$ cat src/rtl/div_pkg.sv
`default_nettype none
// ============================================================================
//  Module   : div_pkg
//  Purpose  : Shared definitions for the iterative restoring divider:
//             FSM state encoding, default operand width and counter width.
//  Ports    : none (package)
//  Revision : 1.0  initial release
// ============================================================================
package div_pkg;

    localparam int DIV_WIDTH = 32;
    localparam int DIV_CNT_W = $clog2(DIV_WIDTH);

    typedef enum logic [2:0] {
        IDLE = 3'd0,
        PREP = 3'd1,
        ITER = 3'd2,
        FIX  = 3'd3,
        DONE = 3'd4
    } state_t;

endpackage
`default_nettype wire

$ cat src/rtl/booth_div_if.sv
`default_nettype none
// ============================================================================
//  Module   : booth_div_if
//  Purpose  : Request/result bundle of the divide unit.
//  Ports    : start, a, b, is_signed  - request side (master drives)
//             busy, done, q, r, dz     - result side (slave drives)
//  Revision : 1.0  initial release
// ============================================================================
interface booth_div_if
    import div_pkg::*;
#(
    parameter int WIDTH = DIV_WIDTH
);
    logic             start;
    logic [WIDTH-1:0] a;
    logic [WIDTH-1:0] b;
    logic             is_signed;
    logic             busy;
    logic             done;
    logic [WIDTH-1:0] q;
    logic [WIDTH-1:0] r;
    logic             dz;

    modport master (
        output start, a, b, is_signed,
        input  busy, done, q, r, dz
    );

    modport slave (
        input  start, a, b, is_signed,
        output busy, done, q, r, dz
    );
endinterface
`default_nettype wire

$ cat src/rtl/div_step.sv
`default_nettype none
// ============================================================================
//  Module   : div_step
//  Purpose  : One restoring-division step (combinational). Shifts the next
//             dividend bit into the partial remainder and subtracts the
//             divisor if it fits, shifting the resulting quotient bit in.
//  Ports    : rem, quo, divisor (in)  - current remainder, dividend/quotient
//                                       shift register, divisor magnitude
//             rem_nxt, quo_nxt (out)  - values after this step
//  Revision : 1.0  initial release
// ============================================================================
module div_step #(
    parameter int WIDTH = 32
) (
    input  wire logic [WIDTH-1:0] rem,
    input  wire logic [WIDTH-1:0] quo,
    input  wire logic [WIDTH-1:0] divisor,
    output logic      [WIDTH-1:0] rem_nxt,
    output logic      [WIDTH-1:0] quo_nxt
);
    // rem < divisor always holds, so the WIDTH+1-bit difference never
    // wraps and its MSB is a valid sign bit.
    logic [WIDTH:0] w_trial;

    always_comb begin
        w_trial = {rem, quo[WIDTH-1]} - {1'b0, divisor};
        if (!w_trial[WIDTH]) begin
            rem_nxt = w_trial[WIDTH-1:0];
            quo_nxt = {quo[WIDTH-2:0], 1'b1};
        end else begin
            rem_nxt = {rem[WIDTH-2:0], quo[WIDTH-1]};
            quo_nxt = {quo[WIDTH-2:0], 1'b0};
        end
    end
endmodule
`default_nettype wire

$ cat src/rtl/booth_div.sv
`default_nettype none
// ============================================================================
//  Module   : booth_div
//  Purpose  : Iterative WIDTH-cycle restoring divider, signed or unsigned,
//             fixed latency. Quotient truncates toward zero, remainder takes
//             the dividend's sign. Divide-by-zero flags dz, q=all ones, r=a.
//  Ports    : clk  - clock, rising edge
//             rst  - asynchronous reset, active low
//             bus  - booth_div_if slave (start/a/b/is_signed in,
//                    busy/done/q/r/dz out)
//  Revision : 1.0  initial release
// ============================================================================
module booth_div
    import div_pkg::*;
#(
    parameter int WIDTH = DIV_WIDTH
) (
    input  wire logic   clk,
    input  wire logic   rst,
    booth_div_if.slave  bus
);
    localparam int CNT_W = $clog2(WIDTH);
    localparam logic [CNT_W-1:0] C_CNT_LAST = CNT_W'(WIDTH - 1);

    state_t           r_state;
    state_t           w_next;
    logic             w_busy;
    logic             w_done;
    logic             w_accept;

    logic [CNT_W-1:0] r_cnt;
    logic [WIDTH-1:0] r_a;       // raw captured dividend
    logic [WIDTH-1:0] r_b;       // raw captured divisor
    logic             r_signed;
    logic [WIDTH-1:0] r_div;     // divisor magnitude
    logic [WIDTH-1:0] r_quo;     // dividend shifting out / quotient shifting in
    logic [WIDTH-1:0] r_rem;
    logic             r_qneg;
    logic             r_rneg;
    logic [WIDTH-1:0] r_q;
    logic [WIDTH-1:0] r_r;
    logic             r_dz;
    logic [WIDTH-1:0] w_rem_nxt;
    logic [WIDTH-1:0] w_quo_nxt;

    div_step #(.WIDTH(WIDTH)) u_step (
        .rem     (r_rem),
        .quo     (r_quo),
        .divisor (r_div),
        .rem_nxt (w_rem_nxt),
        .quo_nxt (w_quo_nxt)
    );

    // ---------------- FSM ----------------
    always_ff @(posedge clk or negedge rst) begin
        if (!rst) r_state <= IDLE;
        else      r_state <= w_next;
    end

    always_comb begin
        w_next   = r_state;
        w_busy   = 1'b0;
        w_done   = 1'b0;
        w_accept = 1'b0;
        case (r_state)
            IDLE: begin
                w_accept = bus.start;
                if (bus.start) w_next = PREP;
            end
            PREP: begin
                w_busy = 1'b1;
                w_next = ITER;
            end
            ITER: begin
                w_busy = 1'b1;
                if (r_cnt == C_CNT_LAST) w_next = FIX;
            end
            FIX: begin
                w_busy = 1'b1;
                w_next = DONE;
            end
            DONE: begin
                w_done   = 1'b1;
                w_accept = bus.start;
                if (bus.start) w_next = PREP;
            end
            default: w_next = IDLE;
        endcase
    end

    // ---------------- datapath ----------------
    always_ff @(posedge clk or negedge rst) begin
        if (!rst) begin
            r_cnt    <= '0;
            r_a      <= '0;
            r_b      <= '0;
            r_signed <= 1'b0;
            r_div    <= '0;
            r_quo    <= '0;
            r_rem    <= '0;
            r_qneg   <= 1'b0;
            r_rneg   <= 1'b0;
            r_q      <= '0;
            r_r      <= '0;
            r_dz     <= 1'b0;
        end else begin
            if (w_accept) begin
                r_a      <= bus.a;
                r_b      <= bus.b;
                r_signed <= bus.is_signed;
                r_dz     <= 1'b0;
            end
            case (r_state)
                PREP: begin
                    r_div  <= (r_signed && r_b[WIDTH-1]) ? -r_b : r_b;
                    r_quo  <= (r_signed && r_a[WIDTH-1]) ? -r_a : r_a;
                    r_rem  <= '0;
                    r_qneg <= r_signed & (r_a[WIDTH-1] ^ r_b[WIDTH-1]);
                    r_rneg <= r_signed & r_a[WIDTH-1];
                    r_cnt  <= '0;
                end
                ITER: begin
                    r_rem <= w_rem_nxt;
                    r_quo <= w_quo_nxt;
                    r_cnt <= r_cnt + 1'b1;
                end
                FIX: begin
                    // Zero divisor overrides the iteration result and skips
                    // sign fix-up; the overflow case (MIN / -1) needs no
                    // special handling since negation wraps mod 2^WIDTH.
                    if (r_b == '0) begin
                        r_dz <= 1'b1;
                        r_q  <= '1;
                        r_r  <= r_a;
                    end else begin
                        r_q  <= r_qneg ? -r_quo : r_quo;
                        r_r  <= r_rneg ? -r_rem : r_rem;
                    end
                end
                default: ;
            endcase
        end
    end

    assign bus.busy = w_busy;
    assign bus.done = w_done;
    assign bus.q    = r_q;
    assign bus.r    = r_r;
    assign bus.dz   = r_dz;
endmodule
`default_nettype wire
$ cat src/flat_wrapper.sv
// flat-port wrapper written by rule: the top's interface ports become plain ports
module booth_div_flat import div_pkg::*;
#(
    parameter int WIDTH = DIV_WIDTH
)
  (clk, rst, bus_start, bus_a, bus_b, bus_is_signed, bus_busy, bus_done, bus_q, bus_r, bus_dz);
  booth_div_if #(.WIDTH(WIDTH)) bus_i ();
  input  wire logic clk;
  input  wire logic rst;
  input wire logic [$bits(bus_i.start)-1:0] bus_start;
  input wire logic [$bits(bus_i.a)-1:0] bus_a;
  input wire logic [$bits(bus_i.b)-1:0] bus_b;
  input wire logic [$bits(bus_i.is_signed)-1:0] bus_is_signed;
  output wire logic [$bits(bus_i.busy)-1:0] bus_busy;
  output wire logic [$bits(bus_i.done)-1:0] bus_done;
  output wire logic [$bits(bus_i.q)-1:0] bus_q;
  output wire logic [$bits(bus_i.r)-1:0] bus_r;
  output wire logic [$bits(bus_i.dz)-1:0] bus_dz;
  assign bus_i.start = bus_start;
  assign bus_i.a = bus_a;
  assign bus_i.b = bus_b;
  assign bus_i.is_signed = bus_is_signed;
  assign bus_busy = bus_i.busy;
  assign bus_done = bus_i.done;
  assign bus_q = bus_i.q;
  assign bus_r = bus_i.r;
  assign bus_dz = bus_i.dz;
  booth_div #(.WIDTH(WIDTH)) u_core (.clk(clk), .rst(rst), .bus(bus_i));
endmodule
$ cat config.mk
export PLATFORM = sky130hd
export DESIGN_NAME = booth_div_flat
export DESIGN_NICKNAME = d
export VERILOG_FILES = /design/src/rtl/div_pkg.sv /design/src/rtl/booth_div_if.sv /design/src/rtl/div_step.sv /design/src/rtl/booth_div.sv /design/src/flat_wrapper.sv
export SDC_FILE = /design/constraint.sdc
export NUM_CORES = 1
export LEC_CHECK = 0
export CORE_MARGIN = 10
export CORE_UTILIZATION = 55
export DETAILED_ROUTE_END_ITERATION = 8
export PLACE_DENSITY_LB_ADDON = 0.08
export SLEW_MARGIN = 20
export SYNTH_ARGS = -nofsm -noshare
export SYNTH_HDL_FRONTEND = slang
export SYNTH_SLANG_ARGS = --single-unit
$ cat constraint.sdc
create_clock -name clk -period 4.2 [get_ports clk]
set_input_delay 1.26 -clock clk [delete_from_list [all_inputs] [get_ports clk]]
set_output_delay 1.26 -clock clk [all_outputs]
set_load 0.005 [all_outputs]
==> key figures <==
Setup path
  – Worst-path cell chain: or4_1 > or3_1 > nor4_2 > nand2_1 > or4_1 > buf_4 > o211ai_1 > o21ai_0 > o21ai_0
  – Slowest-stage cell, CP: or4_1
  – CP Launch Type: register
  – CP Buf/Inv Count: 1
  – Crit Path Max Fanout: 27
  – Worst endpoint required time: 4.65 ns
  – Setup CP Type: register to register
  – Worst setup EP type: register
  – Slowest stage delay, CP: 0.58 ns
  – Top delay family on crit path: simple AND/OR/NAND/NOR gates
  – Critical Path AT: ~3.9 ns

Die
  – Die area: roughly 32000 sq um
  – Die height: between 150 and 200 um
  – Die W: ~180 um
  – Starting Density: between 50% and 60%
  – Ports: approximately 140
  – Core ar.: about 24000 sq um
  – Std cell rows: 57

Clock network
  – Clk buf depth: 3
  – CTS Hold Buffers Added: 0
  – TritonCTS clock tree: done
  – Setup bufs post-CTS: 0
  – CTS buffer count: 27
  – Htree depth: 1
  – Clk pin slew, worst setup/hold paths: roughly 0.060 ns
  – Root Buffer: clkbuf_16
  – Clk_lat worst skew: about 0.54 ns
  – Clk sinks: ~240
  – Post_cts resized: 0

STA
  – Setup_tns: 0 ns
  – Unrepaired setup endpoints after global routing: false
  – Final hold violation count: 0
  – Final WS setup: between 0.7 and 0.8 ns
  – Setup violators final: 0
  – Final period util: between 80% and 90%
  – Slew HR: 31.4%
  – Worst-Margin Slew: 1.03 ns
  – Max frequency: just under 300 MHz
  – Final Skew: ~0.017 ns
  – Fin crit period: 3.42 ns
  – Final Max Slew Viols: 0

Routing
  – Avg WL per Cell: 20.0 um
  – Initial DRC count: between 800 and 900
  – ANT nets after route: 0
  – Vias: 11547
  – Vias per cell: 5.97
  – Final WL: 38600 um
  – DRT Pass-1 Iters: 5
  – DR DRC count: 0

Power
  – Worst VDD drop: 448 uV
  – Pwr/cell area: between 900 and 1000 nW/um^2
  – Pleak: roughly 7 nW
  – Power, Total: approximately 15 mW

Logic synthesis
  – Synth Warn #: 0
  – Post-Synthesis Cell Area: around 14000 sq um
  – Top_reg_cell synth: dfrtp_1
  – Cell count after synthesis: approximately 1500
  – Yosys top cell area share: 43.2%
  – Number of flops mapped to enable cells by yosys: 0
  – Synth top area cells: dfrtp_1, o21ai_0, xor2_1
  – Post-Syn Nets: between 1500 and 2000
  – Ys async rst share: 100%
  – Synth area leader: dfrtp_1
  – Netlist cell types: 66
  – Syn Area/Cell: between 9 and 10 sq um
  – Sequential-to-total area share from yosys stat: between 40% and 50%
  – Synthesis-stage register bit count: 236

Global routing
  – Largest net degree at the start of global routing: 83
  – Gr ovfl total: 0
  – Vias in the first global route: roughly 11000
  – Initial antenna violation count: 0
  – First-pass GRT wire length: slightly above 60000 um
  – Global-route usage over all layers: 24.1%

Finish
  – Layout cells sized above 1: 9.07%
  – Most frequent cells in the layout: dfrtp_1, o21ai_0, nand2_1
  – Nets: roughly 1700
  – Most common cell after layout, fill and taps aside: dfrtp_1
  – Multi-input logic area: a little over 7000 sq um
  – Fin area: 16300 sq um
  – Register area: roughly 6000 sq um
  – Area Overhead vs Synth: 19.0%
  – Post-route non-filler standard cell count: just under 2000
  – Diode count: 0
  – Layout fillers: roughly 2100

Job
  – Max-cap violations: 0

Placement
  – Cell Area, Placed: roughly 15000 sq um
  – Placed Cells: around 1900
  – Estimated wirelength of the detail-placed design: 29000 um
  – Pre-CTS setup slack: approximately 0.77 ns
  – PortBufs: approximately 130
  – Final GP Congestion: around 0.9

Run status
  – Status: finished clean

Hold path
  – Hold Path Class: register to register
[synthesized netlist by cell type, types with 21 or more instances]
library cell    n
dfrtp_1       236
o21ai_0       172
nand2_1       158
nor2_1        119
a21oi_1       101
xor2_1         90
clkbuf_1       83
inv_1          60
mux2_2         58
xnor2_1        49
ha_1           38
a31oi_1        28
mux2i_1        27
a22oi_1        25
o31ai_1        25
nor3_1         21
[worst reg2reg max path, delay by kind of cell (launching register included)]
kind            cells  cell delay (ns)
flops               1             0.42
buf+inv             1             0.25
simple gates        5             2.23
compound gates      3             0.44
[routing by layer]
metal | GRT usage, % | part of all wire (%)
met4 | 9.90 | 4.2
met5 | 0 | 0
met3 | 4.23 | 6.0
met1 | 29.5 | 41
met2 | 41.0 | 48
[path summary, 6_finish.rpt]
| kind | slack [ns] | depth (start not counted) | endpoint | startpoint |
|---|---|---|---|---|
| setup / recovery | 0.78 | 9 | u_core.bus.r[1] | u_core.r_b[8] |
| hold / removal | 0.48 | 2 | u_core.r_div[15] | u_core.r_div[15] |
| setup reg to reg | 0.78 | 9 | u_core.bus.r[1] | u_core.r_b[8] |
| hold reg to reg | 0.48 | 2 | u_core.r_div[15] | u_core.r_div[15] |
| max in group asynchronous | 2.61 | 2 | u_core.r_b[31] | rst |
| min in group asynchronous | 0.68 | 1 | u_core.bus.q[29] | rst |
[cells by family after synthesis]
family,after synthesis,share of synthesized area (%)
buffers and inverters,149,4.12
adders and majority gates,39,3.62
AOI/OAI and AO/OA,438,19.5
muxes,85,6.75
DFF,236,43.2
and+or+nand+nor,412,14.0
xor gates and xnor gates,139,8.90
[stage by stage]
| step | util (%) | hold WS (ns) |
|---|---|---|
| 6_report | 66.7 | 0.478 |
| 5_1_grt | 66.7 | 0.507 |
| 4_1_cts | 66.7 | 0.484 |
| 3_5_place_dp | 62.8 | 0.470 |
| 3_3_place_gp | 62.8 | 0.463 |
| 2_1_floorplan | - | 0.449 |
[flip-flops by register name, indices dropped and copies added, names as in the netlist]
| signal | cells |
|---|---|
| u_core.r_rneg | 1 |
| u_core.r_qneg | 1 |
| u_core.r_div | 32 |
| u_core.bus.q | 32 |
| u_core.r_state | 3 |
| u_core.r_signed | 1 |
| u_core.r_b | 32 |
| u_core.r_a | 32 |
| u_core.r_cnt | 5 |
| u_core.r_rem | 32 |
| u_core.bus.dz | 1 |
| u_core.r_quo | 32 |
| u_core.bus.r | 32 |
[area by class of cell]
cell class                 instances  share of cell area, %
timing repair buffer             152                   9.33
multi-input combinational       1113                   44.6
tap                              324                   2.49
sequential                       236                   36.3
clock buffer                      40                   5.00
clock inverter                     9                  0.930
inverter                          60                   1.38
[power by group]
part	switching (mW)	total [mW]	internal, mW
Combinational	4.06	7.50	3.43
Clock	0.945	2.52	1.58
Sequential	1.40	4.73	3.34
Total	6.40	14.8	8.35
Power figures use the tool's default switching activity.
